### config.mk
export PLATFORM = sky130hd
export DESIGN_NAME = intbus_arbiter
export DESIGN_NICKNAME = d
export VERILOG_FILES = /design/src/rtl/intbus_arbiter.sv
export SDC_FILE = /design/constraint.sdc
export NUM_CORES = 1
export LEC_CHECK = 0
export BUFFER_PORTS_ARGS = -buffer_cell sky130_fd_sc_hd__buf_4
export CAP_MARGIN = 20
export CORE_ASPECT_RATIO = 2
export CORE_UTILIZATION = 55
export DETAILED_ROUTE_END_ITERATION = 16
export PLACE_DENSITY = 0.85
export SYNTH_ARGS = -nofsm -noshare
export SYNTH_HDL_FRONTEND = slang
export SYNTH_SLANG_ARGS = --single-unit
### constraint.sdc
create_clock -name clk -period 3.2 [get_ports clk]
set_clock_uncertainty 0.05 [all_clocks]
set_input_delay 0.48 -clock clk [delete_from_list [all_inputs] [get_ports clk]]
set_output_delay 0.48 -clock clk [all_outputs]
set_load 0.02 [all_outputs]
### src/rtl/intbus_arbiter.sv
// intbus_arbiter: round-robin arbiter sharing one register bus between masters, with read timeout
module intbus_arbiter #(
  parameter int NMASTERS = 2,
  parameter int ADDR_WIDTH = 16,
  parameter int DATA_WIDTH = 32,
  parameter int TIMEOUT = 64,
  parameter logic [DATA_WIDTH-1:0] TIMEOUT_DATA = DATA_WIDTH'(32'hDEAD_BEEF)
) (
  input  logic                           clk,
  input  logic                           resetn,
  input  logic [NMASTERS*ADDR_WIDTH-1:0] m_addr,
  input  logic [NMASTERS*DATA_WIDTH-1:0] m_wdata,
  input  logic [NMASTERS-1:0]            m_wr,
  input  logic [NMASTERS-1:0]            m_rd,
  output logic [NMASTERS-1:0]            m_done,
  output logic [DATA_WIDTH-1:0]          m_rdata,
  output logic                           m_err,
  output logic [ADDR_WIDTH-1:0]          s_addr,
  output logic [DATA_WIDTH-1:0]          s_wdata,
  output logic                           s_wr,
  output logic                           s_rd,
  input  logic [DATA_WIDTH-1:0]          s_rdata,
  input  logic                           s_rvalid,
  output logic                           timeout_flag,
  output logic                           late_flag
);
  localparam int IW = $clog2(NMASTERS);
  localparam int CW = $clog2(TIMEOUT + 1);
  typedef enum logic [1:0] {IDLE, ISSUE, WAIT, DONE} state_t;
  state_t state_q, state_d;
  logic [IW-1:0] last_q, last_d, idx_q, idx_d, win;
  logic [ADDR_WIDTH-1:0] addr_q, addr_d, s_addr_q, s_addr_d;
  logic [DATA_WIDTH-1:0] wdata_q, wdata_d, data_q, data_d, s_wdata_q, s_wdata_d, m_rdata_q, m_rdata_d;
  logic [CW-1:0] cnt_q, cnt_d;
  logic [NMASTERS-1:0] req, m_done_q, m_done_d;
  logic wr_q, wr_d, err_q, err_d, tflag_q, tflag_d, late_q, late_d;
  logic s_wr_q, s_wr_d, s_rd_q, s_rd_d, m_err_q, m_err_d;

  function automatic logic [IW-1:0] rr_pick(input logic [NMASTERS-1:0] r, input logic [IW-1:0] last);
    logic [IW-1:0] j;
    rr_pick = last;
    for (int i = NMASTERS; i >= 1; i--) begin
      j = IW'((int'(last) + i) % NMASTERS);
      if (r[j]) rr_pick = j;
    end
  endfunction

  assign req = m_wr | m_rd;
  assign win = rr_pick(req, last_q);
  assign m_done = m_done_q;
  assign m_rdata = m_rdata_q;
  assign m_err = m_err_q;
  assign s_addr = s_addr_q;
  assign s_wdata = s_wdata_q;
  assign s_wr = s_wr_q;
  assign s_rd = s_rd_q;
  assign timeout_flag = tflag_q;
  assign late_flag = late_q;

  // next state, latched transfer, and registered outputs derived from the state being entered
  always_comb begin
    state_d = state_q;
    last_d = last_q;
    idx_d = idx_q;
    addr_d = addr_q;
    wdata_d = wdata_q;
    wr_d = wr_q;
    cnt_d = cnt_q;
    data_d = data_q;
    err_d = err_q;
    tflag_d = tflag_q;
    late_d = late_q | (s_rvalid & ~((state_q == ISSUE & ~wr_q) | (state_q == WAIT)));
    case (state_q)
      IDLE: if (|req) begin
        idx_d = win;
        addr_d = m_addr[win*ADDR_WIDTH +: ADDR_WIDTH];
        wdata_d = m_wdata[win*DATA_WIDTH +: DATA_WIDTH];
        wr_d = m_wr[win];
        data_d = '0;
        err_d = 1'b0;
        state_d = ISSUE;
      end
      ISSUE: begin
        last_d = idx_q;
        cnt_d = '0;
        data_d = (!wr_q && s_rvalid) ? s_rdata : data_q;
        state_d = (wr_q || s_rvalid) ? DONE : WAIT;
      end
      WAIT: if (s_rvalid) begin
        data_d = s_rdata;
        state_d = DONE;
      end else if (cnt_q == CW'(TIMEOUT - 1)) begin
        data_d = TIMEOUT_DATA;
        err_d = 1'b1;
        tflag_d = 1'b1;
        state_d = DONE;
      end else begin
        cnt_d = cnt_q + CW'(1);
      end
      default: state_d = IDLE;
    endcase
    s_addr_d = (state_d == ISSUE) ? addr_d : '0;
    s_wdata_d = (state_d == ISSUE && wr_d) ? wdata_d : '0;
    s_wr_d = state_d == ISSUE && wr_d;
    s_rd_d = state_d == ISSUE && !wr_d;
    m_done_d = (state_d == DONE) ? NMASTERS'(1) << idx_q : '0;
    m_rdata_d = (state_d == DONE && !wr_q) ? data_d : '0;
    m_err_d = state_d == DONE && err_d;
  end

  // state and output registers; reset abandons any transfer in flight
  always_ff @(posedge clk) begin
    if (!resetn) begin
      state_q <= IDLE;
      last_q <= IW'(NMASTERS - 1);
      idx_q <= '0;
      addr_q <= '0;
      wdata_q <= '0;
      wr_q <= 1'b0;
      cnt_q <= '0;
      data_q <= '0;
      err_q <= 1'b0;
      tflag_q <= 1'b0;
      late_q <= 1'b0;
      s_addr_q <= '0;
      s_wdata_q <= '0;
      s_wr_q <= 1'b0;
      s_rd_q <= 1'b0;
      m_done_q <= '0;
      m_rdata_q <= '0;
      m_err_q <= 1'b0;
    end else begin
      state_q <= state_d;
      last_q <= last_d;
      idx_q <= idx_d;
      addr_q <= addr_d;
      wdata_q <= wdata_d;
      wr_q <= wr_d;
      cnt_q <= cnt_d;
      data_q <= data_d;
      err_q <= err_d;
      tflag_q <= tflag_d;
      late_q <= late_d;
      s_addr_q <= s_addr_d;
      s_wdata_q <= s_wdata_d;
      s_wr_q <= s_wr_d;
      s_rd_q <= s_rd_d;
      m_done_q <= m_done_d;
      m_rdata_q <= m_rdata_d;
      m_err_q <= m_err_d;
    end
  end
endmodule

==> flow_summary.ini <==
[outcome]
status = finished clean

[timing]
slew-limit-headroom_pct = 28.3
setup_viol = 0
slew_violations = 0
hold_violations = 0
tightest_slew_ps = 1080
fin_crit_sh_pct = 82.8
totalNegativeSetupSlack_ps = 0
hold_slack_ps = 261
fmaxAchievable_mhz = 377
rsz0062_at_grt = false
finalWorstPathRequiredPeriod_ps = 2650
finalWorstSetupSlack_ps = 549

[routing]
initial_drt_pass_iterations = 5
route.vias.total = 6867
wl_per_cell_um = 16.7
route.detailed.drc = 0
drt-total-wl_mm = 19.2
drt.antenna.violating_nets = 0
viasPerCell = 5.95
drt_iter0_markers = 309

[yosys]
synthMuxAreaShare_pct = 2.33
adder_and_majority_gate_portion_of_the_synthesized_area_pct = 0.856
yosysSeqAreaShare_pct = 49.3
largest_family_of_logic_cells_by_synthesized_area = compound AO/OA/AOI/OAI gates
yosys.area.top_type = sky130_fd_sc_hd__dfxtp_1
ys_ff_latch = 180
area_contributors_post_synth = sky130_fd_sc_hd__dfxtp_1, sky130_fd_sc_hd__a21oi_1, sky130_fd_sc_hd__o2111ai_1, sky130_fd_sc_hd__a211oi_1, sky130_fd_sc_hd__a21boi_0
yosys_warnings = 0
yosys.cell_types.count = 47
synth_largest_type_area_fraction_pct = 49.3
synth.cell_area_mm2 = 0.00731
top_cell_types_by_occurrence_after_synthesis = sky130_fd_sc_hd__dfxtp_1, sky130_fd_sc_hd__a21oi_1, sky130_fd_sc_hd__nand2_1, sky130_fd_sc_hd__clkbuf_1, sky130_fd_sc_hd__a211oi_1
simple_logic_cell_fraction_of_the_synthesized_area_pct = 11.9
postSynthAreaPerCell_um2 = 9.02
syn_inst = 811
synth_enable_flop_cells = 0
synthXorXnorAreaFrac_pct = 0
synth_compound_area_share_pct = 30.6
syn-num-nets = 951
synth.most_common_cell = sky130_fd_sc_hd__dfxtp_1
synth_top_flop_cell = sky130_fd_sc_hd__dfxtp_1
async_flop_share_pct = 0

[die]
fp.dieW_um = 83.5
ioPinCount = 222
dieArea_mm2 = 0.0138
rows = 59
floorplan.die.height_um = 165
core_mm2 = 0.0130
initial_core_util_pct = 56.3

[clock_network]
cts_buffer_depth = 2
cts_tree = built
cts_num_sinks = 180
cts_max_level = 4
worst_setup_hold_path_clk_slew_ps = 70
worstSkewPairLatency_ps = 420
cts_resized = 0
cts.repair_timing.setup_buffer_count = 0
cts_hold_buf = 0
cts_root_buf = sky130_fd_sc_hd__clkbuf_16
cts_buffers = 17

[layout]
multi_input_comb_area_mm2 = 0.00337
nets = 1130
antenna_cells = 0
nFillCells = 992
area_growth_syn_to_layout_pct = 31.0
drive_gt1_share_pct = 28.1
final-instance-count-excl-fill = 1155
final-seq-area_mm2 = 0.00360
fin_util_pct = 73.7

[grt]
grt_most_used_layer = met2
grt_pass1_wl_mm = 30.1
first_global_vias = 6449
globalRouteMet2Util_pct = 52.2
globalRouteOverflowTotal = 0
maximum_number_of_pins_on_one_net_before_global_route_repair = 84
grt_util_all_layers_pct = 27.2
grt_antenna_before_repair = 0
grt.met3_usage_pct = 5.32
gr-usage-met1_pct = 27.8

[setup_path]
crit_path_dat_ps = 2890
setup.worst_path.start_class = register
path_class = reg2reg
critical_path_maximum_fanout = 21
worst-endpoint-required_ps = 3440
setup.worst_path.end_class = register

[place]
gp_routability_congestion = 0.902
hpwl_mm = 13.5
port-buffer-count = 221
dp.cells = 1123
pre_cts_slack_ps = 589

[job]
cap_viol_max_count = 0

[pwr]
peakVddDrop_uv = 644
leakagePower_nw = 4.04
power-per-cell-area_mw_per_mm2 = 894

[hold_path]
worst_hold_path_type = in2reg
## logic make-up after synthesis
family,after synthesis
flip-flops,180
multiplexers,17
AND/OR/NAND/NOR,172
buffers and inverters,89
AO/OA/AOI/OAI,348
adder cells (fa/ha/maj),5
## metrics by stage
step,power (W),instance area (µm²)
6_report,0.00856,9580
5_1_grt,0.00905,9580
4_1_cts,0.00858,9580
3_5_place_dp,0.00659,8990
3_3_place_gp,0.00651,8990
2_1_floorplan,0.00544,7310
## critical path: stages (launching register included)
cell and delay (ps):
sky130_fd_sc_hd__dfxtp_1 390, sky130_fd_sc_hd__inv_1 90, sky130_fd_sc_hd__ha_1 400, sky130_fd_sc_hd__o21ai_0 200
sky130_fd_sc_hd__nand4_1 240, sky130_fd_sc_hd__o21ai_2 760, sky130_fd_sc_hd__buf_4 320, sky130_fd_sc_hd__nor2_1 60
## flip-flops by register name (all words and copies together), names as in the netlist, 2 cells and up
name	cells
addr_q	16
cnt_q	7
data_q	32
m_done	2
m_rdata	32
s_addr	16
s_wdata	32
state_q	2
wdata_q	32
## layout make-up
class / instances / area share [%]
flip-flops and latches: 180 / 37.6
multi-input cells: 542 / 35.2
repair buffers: 234 / 18.5
clock buffers: 17 / 4.44
well taps: 152 / 1.99
clock inverters: 15 / 1.65
inverters: 15 / 0.588
## report_power, final
part           internal (W)  switching (W)  leakage, nW
Sequential          0.00283       0.000233         1.47
Combinational       0.00118        0.00233         2.28
Clock               0.00104       0.000951        0.286
## layout by cell type (no fill, tap or decap), types with 2 or more instances in the layout
cell type,netlist,routed
sky130_fd_sc_hd__nand2b_1,9,9
sky130_fd_sc_hd__o21a_1,3,3
sky130_fd_sc_hd__a211oi_1,39,39
sky130_fd_sc_hd__o21ai_1,32,31
sky130_fd_sc_hd__clkinv_2,0,2
sky130_fd_sc_hd__nand2_1,57,57
sky130_fd_sc_hd__o21ai_2,2,3
sky130_fd_sc_hd__inv_6,0,2
sky130_fd_sc_hd__nand3_1,6,6
sky130_fd_sc_hd__clkinv_4,0,2
sky130_fd_sc_hd__nor2_1,37,36
sky130_fd_sc_hd__mux2i_1,17,17
sky130_fd_sc_hd__o2111ai_1,35,35
sky130_fd_sc_hd__buf_4,3,233
sky130_fd_sc_hd__a21oi_1,128,128
sky130_fd_sc_hd__and3_1,32,32
sky130_fd_sc_hd__a31oi_1,11,11
sky130_fd_sc_hd__clkinv_8,0,3
sky130_fd_sc_hd__inv_2,2,2
sky130_fd_sc_hd__o221ai_4,2,2
sky130_fd_sc_hd__nor3_1,8,8
sky130_fd_sc_hd__a2111oi_0,5,5
sky130_fd_sc_hd__a21o_1,9,9
sky130_fd_sc_hd__nor2b_1,12,12
sky130_fd_sc_hd__inv_1,13,13
sky130_fd_sc_hd__o21ai_0,31,31
sky130_fd_sc_hd__inv_8,0,5
sky130_fd_sc_hd__dfxtp_1,180,180
sky130_fd_sc_hd__ha_1,5,5
sky130_fd_sc_hd__clkbuf_16,0,17
sky130_fd_sc_hd__a2111o_1,2,2
sky130_fd_sc_hd__o211ai_1,10,10
sky130_fd_sc_hd__a21boi_0,32,32
## worst paths after layout
path,startpoint,end,slack (ps),cells past startpoint
setup / recovery,state_q[0]$_SDFF_PN0_,m_rdata[18]$_SDFF_PN0_,550,7
hold reg to reg,wdata_q[26]$_SDFF_PN0_,wdata_q[26]$_SDFF_PN0_,410,2
hold / removal,resetn,last_q$_SDFFE_PN1P_,260,2
setup reg to reg,state_q[0]$_SDFF_PN0_,m_rdata[18]$_SDFF_PN0_,550,7
## layer usage
layer  vias to the layer above  routed length [µm]
met3                        60                 981
met2                       278               10600
li1                       3338                   -
met5                         -                   0
met4                         0                 749
met1                      3191                6870
No activity file was read; power rests on OpenSTA's default activity.
